## src/rtl/cdc_pkg.sv

```systemverilog
// cdc_pkg: counter sizing and parameter legality helpers shared by the CDC filter
package cdc_pkg;
  function automatic int cnt_width(input int filter_cycles);
    return ($clog2(filter_cycles + 1) < 1) ? 1 : $clog2(filter_cycles + 1);
  endfunction
  function automatic bit params_ok(input int channels, input int levels, input int filter_cycles);
    return channels >= 1 && levels >= 2 && filter_cycles >= 1;
  endfunction
endpackage

```

## src/rtl/cdc_sync_chain_rst.sv

```systemverilog
// cdc_sync_chain_rst: multi-flop synchroniser with asynchronous reset to INIT
module cdc_sync_chain_rst #(
  parameter int WIDTH = 1,
  parameter int LEVELS = 2,
  parameter logic [WIDTH-1:0] INIT = '0
) (
  input  logic             clk,
  input  logic             rst,
  input  logic [WIDTH-1:0] i_d,
  output logic [WIDTH-1:0] o_q
);
  (* async_reg = "true" *) logic [LEVELS-1:0][WIDTH-1:0] r_sync;
  always_ff @(posedge clk or posedge rst)
    if (rst) r_sync <= {LEVELS{INIT}};
    else     r_sync <= {r_sync[LEVELS-2:0], i_d};
  assign o_q = r_sync[LEVELS-1];
endmodule

```

## src/rtl/cdc_sync_filter.sv

```systemverilog
// cdc_sync_filter: per-channel synchroniser followed by a consecutive-sample
// deglitch filter with registered rise/fall/glitch pulses
module cdc_sync_filter
  import cdc_pkg::*;
#(
  parameter int CHANNELS = 1,
  parameter int LEVELS = 2,
  parameter int FILTER_CYCLES = 1,
  parameter logic [CHANNELS-1:0] INIT = '0
) (
  input  logic                clk,
  input  logic                rst,
  input  logic [CHANNELS-1:0] signal_in,
  output logic [CHANNELS-1:0] signal_out,
  output logic [CHANNELS-1:0] rise,
  output logic [CHANNELS-1:0] fall,
  output logic [CHANNELS-1:0] glitch
);
  localparam int CW = cnt_width(FILTER_CYCLES);
  localparam logic [CW-1:0] LAST = CW'(FILTER_CYCLES - 1);
  if (!params_ok(CHANNELS, LEVELS, FILTER_CYCLES)) begin : g_bad_params
    $fatal(1, "cdc_sync_filter: illegal CHANNELS/LEVELS/FILTER_CYCLES");
  end
  logic [CHANNELS-1:0] w_s;
  cdc_sync_chain_rst #(.WIDTH(CHANNELS), .LEVELS(LEVELS), .INIT(INIT)) u_chain (
    .clk(clk),
    .rst(rst),
    .i_d(signal_in),
    .o_q(w_s)
  );
  for (genvar c = 0; c < CHANNELS; c++) begin : g_ch
    logic          r_out, r_rise, r_fall, r_glitch;
    logic [CW-1:0] r_cnt;
    // a change is accepted on the FILTER_CYCLES-th consecutive differing sample
    always_ff @(posedge clk or posedge rst)
      if (rst) begin
        r_out    <= INIT[c];
        r_cnt    <= '0;
        r_rise   <= 1'b0;
        r_fall   <= 1'b0;
        r_glitch <= 1'b0;
      end else begin
        r_rise   <= 1'b0;
        r_fall   <= 1'b0;
        r_glitch <= 1'b0;
        if (w_s[c] == r_out) begin
          r_cnt    <= '0;
          r_glitch <= r_cnt != '0;
        end else if (r_cnt == LAST) begin
          r_out  <= w_s[c];
          r_cnt  <= '0;
          r_rise <= w_s[c];
          r_fall <= ~w_s[c];
        end else begin
          r_cnt <= r_cnt + 1'b1;
        end
      end
    assign signal_out[c] = r_out;
    assign rise[c]       = r_rise;
    assign fall[c]       = r_fall;
    assign glitch[c]     = r_glitch;
  end
endmodule

```

## config.mk

```make
export PLATFORM = sky130hd
export DESIGN_NAME = cdc_sync_filter
export DESIGN_NICKNAME = d
export VERILOG_FILES = /design/src/rtl/cdc_pkg.sv /design/src/rtl/cdc_sync_chain_rst.sv /design/src/rtl/cdc_sync_filter.sv
export SDC_FILE = /design/constraint.sdc
export NUM_CORES = 1
export LEC_CHECK = 0
export CORE_AREA = 2 2 39 41
export CTS_CLUSTER_SIZE = 24
export DETAILED_ROUTE_END_ITERATION = 7
export DIE_AREA = 0 0 41 43
export PLACE_DENSITY = 0.31
export SETUP_SLACK_MARGIN = 0.4
export SYNTH_ARGS = -nofsm -noshare
export SYNTH_HDL_FRONTEND = slang
export SYNTH_SLANG_ARGS = --single-unit
```

## constraint.sdc

```tcl
create_clock -name clk -period 1.1 [get_ports clk]
set_input_delay 0.275 -clock clk [delete_from_list [all_inputs] [get_ports clk]]
set_output_delay 0.275 -clock clk [all_outputs]
set_load 0.01 [all_outputs]
```

======== Word level (Yosys, flattened, before mapping) ========
Index checks and enable logic that the tools add are counted.
cells by class
  divide/modulo/power cells ............... 0
  reductions and logical operators ........ 1
  multiplexer cells ....................... 7
  $mul .................................... 0
  shift operators ......................... 0
  add/subtract/negate cells ............... 1
  $lt $le $gt $ge ......................... 0
  eq/ne operators ......................... 1
  bitwise logic cells ..................... 3
operators by type and width
  cell                                count
  two-way mux 1 bit                   7
  NOT 1 bit                           3
  AND reduction 2 bit                 1
  adder 1 bit, second input constant  1
  equality test 1 bit                 1
storage, ports and cells
  output and inout bits ................... 4
  memory bits (writable) .................. 0
  latch bits .............................. 0
  memories ................................ 0
  logic and storage cells ................. 20
  ROM bits ................................ 0
  bits in registers ....................... 7
  bits of input ports ..................... 3

======== Depth between registers and ports, before layout ========
  depth in word-level cells ............... 3
  mapped depth ............................ 3
  mapped depth without buffers ............ 3

======== Hierarchy ========
From an unflattened synthesis, not the netlist that was laid out.
second synthesis, totals
  cell total of the unflattened synthesis .. 14
  area total of the unflattened synthesis .. 191.4 um2
modules (own cells, without submodules)
  module              area each (um2)  cells an instance  sequential area each (um2)  times used
  cdc_sync_filter     137.6            11                 75.1                        1
  cdc_sync_chain_rst  53.8             3                  50.0                        1

======== Least setup slack after synthesis ========
OpenSTA, ideal clock, no wires.
  path type ............................... flip-flop to flip-flop
  start ................................... register g_ch[0].r_out, in the netlist signal_out
  end ..................................... register g_ch[0].r_out, in the netlist signal_out
  cell stages (with the launch flop) ...... 4
  arrival ................................. 1.044 ns
  setup time .............................. 0.125 ns
  path slack .............................. -0.069 ns
  required time ........................... 0.975 ns
  cells stage by stage .................... dfrtp_1 > inv_1 > ha_1 > mux2_4
on the way
  longest elaborated chain between the ends .. 3
RTL lines
  element                               RTL line               text
  from (decl)                           cdc_sync_filter.sv:32  logic r_out, r_rise, r_fall, r_glitch;
  from (signal assigned)                cdc_sync_filter.sv:37  r_out <= INIT[c];
  from (signal assigned)                cdc_sync_filter.sv:50  r_out <= w_s[c];
  equality test 1 bit                   cdc_sync_filter.sv:46  if (w_s[c] == r_out) begin
  NOT 1 bit (no source line)            -
  AND reduction 2 bit (no source line)  -
Every way passes these cells.
A chain may end at the register's enable or synchronous reset.

======== Final worst setup path ========
Ends and elaborated chain as after synthesis.

==> run summary <==
fin area: 319 um2
Leakage: 0.156 nW
cts hold-fix bufs: 0
cell count after synthesis: 13
Cell Chain, Critical Path: inv_2 -> ha_4 -> mux2_4
Post-Route WL: 283 um
Final period util: 0.995
sequential fraction of the synthesis area: 0.667
Worst EP required: 1.23 ns
Core Region: 0.00138 mm2
multi-input logic area: 68.8 um2
Int Pwr: 533 uW
Max H-tree Level: 1
CTS buffer count: 3
clk root buf: clkbuf_4
Antenna Cells: 0
HP Class: primary input to async pin
starting DRC count in detailed routing: 1
crit path max fanout: 3
WS Path Type: flip-flop to flip-flop
register bit total from synthesis: 5
Worst Path Arrival: 1.22 ns
FP Rows: 14
skew final: 0.00726 ns
P&R area growth vs syn: 70.0%
Clock power frac: 0.284
vias in the first global route: 136
Yosys cell types: 6
CP Capture Type: flip-flop
I/O pin total: 7
final std cells w/o fill: 40
wire per inst: 7.08 um
CP max stage delay: 0.38 ns
Gate power share: 0.372
Worst path slowest cell: dfrtp_1
largest net degree at the start of global routing: 6
Tmin final: 1.09 ns
Chip Width: 41 um
Syn Nets: 18
Final Hold Fails: 0
Die Y: 43 um
routed vias: 123
Remaining DRCs: 0
maxcap violations: 0
crit path launch type: flip-flop
Clk Latency, worst-skew pair: 0.24 ns
status: finished, final reports clean
Setup violations, final: 0
First-pass DRT Iterations: 3
Max clock buf depth: 2
die area: 0.00176 mm2
antenna viol nets, final: 0
port bufs: 5
Placed Cells: 35
first-pass GRT wire length: 517 um
Ys Warns: 0
placed cell area: 265 um2
Max Clk Rate: 0.914 GHz
RD Place Congestion: 0.548
Post-Syn Area: 188 um2
Avg Inst Size Synth: 14.4 um2
vias per std cell: 3.08
Overall Global Routing Usage: 0.0524
initial antenna violation count: 0
fillers: 152
fraction of layout cells with a size suffix above 1: 0.542
Net Sw Frac: 0.282
sequential share of power: 0.344
NetSw: 209 uW
CTS Sinks: 5
Worst-path clk slew: 0.05 ns
CTS tree: built
fin. max-slew vios: 0
GRT overflow: 0
FF+latch area: 125 um2
Power Dens Cells: 2330 mW/mm2
Final #Nets: 30
Worst VDD drop: 0.820 mV
RSZ-0062 raised after global routing: true
starting density of the core: 0.136
[state kept, by name, indices dropped and copies added (netlist names)]
register        count
u_chain.o_q         1
fall                1
signal_out          1
u_chain.r_sync      1
rise                1
[through the flow]
| stage | TNS, ns | util | hold slack, ns | power (mW) | setup WS (ns) |
|---|---|---|---|---|---|
| 2_1_floorplan | -0.0500 | - | 0.0535 | 0.349 | -0.0500 |
| 3_3_place_gp | -0.0618 | 0.192 | 0.343 | 0.474 | -0.0518 |
| 3_5_place_dp | -0.131 | 0.192 | 0.340 | 0.479 | -0.0872 |
| 4_1_cts | -0.0000804 | 0.226 | 0.233 | 0.743 | -0.0000804 |
| 5_1_grt | -0.0467 | 0.231 | 0.243 | 0.802 | -0.0434 |
| 6_report | 0 | 0.231 | 0.223 | 0.742 | 0.00549 |
[cells by family after synthesis]
| family | Yosys count | synth area share |
|---|---|---|
| other | 1 | 0.0200 |
| adders and majority gates | 2 | 0.133 |
| DFF | 5 | 0.667 |
| muxes | 1 | 0.0800 |
| buffers and inverters | 4 | 0.100 |
[critical path: cells and delay by family, from the launching register on]
kind                       cells  cell delay [ns]
DFF                            1             0.38
muxes                          1             0.28
adders and majority gates      1             0.26
buffers and inverters          1             0.06
[area by class of cell]
class                           count  share of cell area
Clock buffer                        4              0.0824
Sequential cell                     5               0.392
Timing Repair Buffer                8               0.212
Tap cell                           16              0.0627
Multi-Input combinational cell      4               0.216
Inverter                            3              0.0353
[metal layers]
layer / routed length, um / GRT usage
met1: 98 / 0.0456
met2: 137 / 0.0625
met3: 48 / 0.0785
met4: 0 / 0.0200
met5: 0 / 0
[cells in the final DEF (no fill, tap or decap), drive strengths merged]
cell,n
clkbuf,4
clkdlybuf4s50,2
mux2,1
inv,3
conb,1
ha,2
dfrtp,5
buf,6
[worst paths after layout]
path / startpoint / end / slack [ns] / cells after the start
min in group clk: u_chain.r_sync[0] / u_chain.o_q / 0.35 / 0
min: rst / fall / 0.22 / 2
max: signal_out / signal_out / 0.005 / 3
min reg2reg: u_chain.r_sync[0] / u_chain.o_q / 0.35 / 0
max in group asynchronous: rst / u_chain.o_q / 0.70 / 2
max reg2reg: signal_out / signal_out / 0.005 / 3
[synth_stat cells]
| cell | number | area share |
|---|---|---|
| buf_4 | 1 | 0.040 |
| conb_1 | 1 | 0.020 |
| dfrtp_1 | 5 | 0.67 |
| ha_1 | 2 | 0.13 |
| inv_1 | 3 | 0.060 |
| mux2_4 | 1 | 0.080 |
[power groups by stage]
stage | sequential, mW | clock [mW] | combinational (mW)
floorplan | 0.275 | 0 | 0.0743
CTS | 0.253 | 0.220 | 0.270
global placement | 0.248 | 0 | 0.226
global route | 0.262 | 0.227 | 0.313
detailed placement | 0.256 | 0 | 0.224
finish | 0.255 | 0.211 | 0.277
[what timing repair did]
action | CTS | global route
setup endpoints to repair | 6 | 6
buffers inserted | 1 | 0
resized for setup | 17 | 1
hold endpoints to repair | 0 | 0
pin swaps | 1 | 0
No activity file was read; power rests on OpenSTA's default activity.
==> RTL change: new RTL, config.mk and constraints unchanged <==
Register the output `rise` once more, cleared by the reset; this adds one clock of latency there. The other outputs are not delayed to match. Comments in the files are not updated.
--- a/src/rtl/cdc_sync_filter.sv
+++ b/src/rtl/cdc_sync_filter.sv
@@ -19,4 +19,6 @@
   localparam int CW = cnt_width(FILTER_CYCLES);
   localparam logic [CW-1:0] LAST = CW'(FILTER_CYCLES - 1);
+
+  logic [CHANNELS-1:0] rise_d;
   if (!params_ok(CHANNELS, LEVELS, FILTER_CYCLES)) begin : g_bad_params
     $fatal(1, "cdc_sync_filter: illegal CHANNELS/LEVELS/FILTER_CYCLES");
@@ -57,8 +59,16 @@
       end
     assign signal_out[c] = r_out;
-    assign rise[c]       = r_rise;
+    assign rise_d[c]       = r_rise;
     assign fall[c]       = r_fall;
     assign glitch[c]     = r_glitch;
   end
+  always_ff @(posedge clk or posedge rst) begin
+      if (rst) begin
+          rise <= '0;
+      end else begin
+          rise <= rise_d;
+      end
+  end
+
 endmodule
 
Check against the original RTL: not equivalent (Yosys sat finds a counterexample within 4 cycles, from zero or initial values and one cycle with rst high).
==> RTL change against the original RTL <==
- the run now ends with negative setup slack left
- final area up 0.78%
- area after synthesis up 13%
- wire length up 13%
- worst setup slack worse by 9.8 ps
- total power up 1.1%
- critical path depth unchanged
- sequential cell count up 1
- critical path type unchanged
- critical endpoint unchanged
==> RTL change: results (changes against the original RTL) <==
[outcome]
outcome = finished, violations left  ; was finished clean
violations = negative setup slack

[sta]
fin_ws_ps = -4.34  ; was 5.49 ps
skew_ps = 2.26  ; was 7.26 ps
setup_viol = 1  ; was 0

[power]
p_comb_uw = 254  ; was 277 uW
clockPowerShare_pct = 25.7  ; was 28.4%
ir_worst_vdd_mv = 0.695  ; was 0.820 mV
switching_share_pct = 26.2  ; was 28.2%
p_leak_nw = 0.166  ; was 0.156 nW
pwr.group.clock_uw = 193  ; was 211 uW

[logic_synthesis]
synth.area.top_cells = dfrtp_1 (71%), ha_1 (12%), mux2_4 (7.1%), inv_1 (5.3%), buf_4 (3.5%)  ; was dfrtp_1 (67%), ha_1 (13%), mux2_4 (8.0%), inv_1 (6.0%), buf_4 (4.0%)
syn_inst = 14  ; was 13
ys_top_cells_by_count = dfrtp_1 (6), inv_1 (3), ha_1 (2)  ; was dfrtp_1 (5), inv_1 (3), ha_1 (2)
synthAdderAreaFrac_pct = 11.8  ; was 13.3%
ys_seq_area_share_pct = 70.6  ; was 66.7%
synthMuxAreaShare_pct = 7.06  ; was 8.00%
synth_fp_nets = 19  ; was 18

[global_routing]
grt_start_max_net_pins = 7  ; was 6
met3_usage_pct = 6.28  ; was 7.85%
met1_usage_pct = 4.58  ; was 4.56%

[route]
wl_met3_um = 47  ; was 48 um
drt_iter0_drc = 2  ; was 1
post_drt_wl_per_cell_um = 8.03  ; was 7.08 um
wl_met1_um = 131  ; was 98 um
dr.pass1.iters = 2  ; was 3
vias_per_cell = 3.18  ; was 3.08
wl_met2_um = 143  ; was 137 um

[place]
place.gp.congestion = 0.691  ; was 0.548
dp.cells = 36  ; was 35
place_area_sq_um = 290  ; was 265 sq um
dp_slack_ps = -82.4  ; was -87.2 ps

[cells_and_area]
drive_gt1_share_pct = 50.0  ; was 54.2%
layout.nets = 31  ; was 30

## RTL change: worst register-to-register path: stages (launching register included)
cell	delay (ps)
dfrtp_1	390
inv_2	60
ha_4	260
mux2_4	280
## RTL change: area by class of cell
| class | count | area (sq um) | share of cell area (%) |
|---|---|---|---|
| clock buffer | 3 | 22.5 | 7.00 |
| inverter | 3 | 11.3 | 3.50 |
| multi-input combinational | 4 | 56.3 | 17.5 |
| sequential | 6 | 150 | 46.7 |
| tap | 16 | 20.0 | 6.23 |
| timing repair buffer | 8 | 61.3 | 19.1 |
## RTL change: timing repair
action,CTS,global route
pin swaps,1,0
setup buffers,1,0
hold buffers,0,0
resized for setup,15,0
endpoints found under the setup margin,6,6
endpoints found under the hold margin,0,0
## RTL change: worst paths after layout
path | start | to | slack (ps)
min reg2reg | g_ch[0].r_rise | rise | 340
max in group asynchronous | rst | u_chain.r_sync[0] | 670
min | rst | signal_out | 250
max | signal_out | signal_out | -4
min in group clk | g_ch[0].r_rise | rise | 340
max reg2reg | signal_out | signal_out | -4
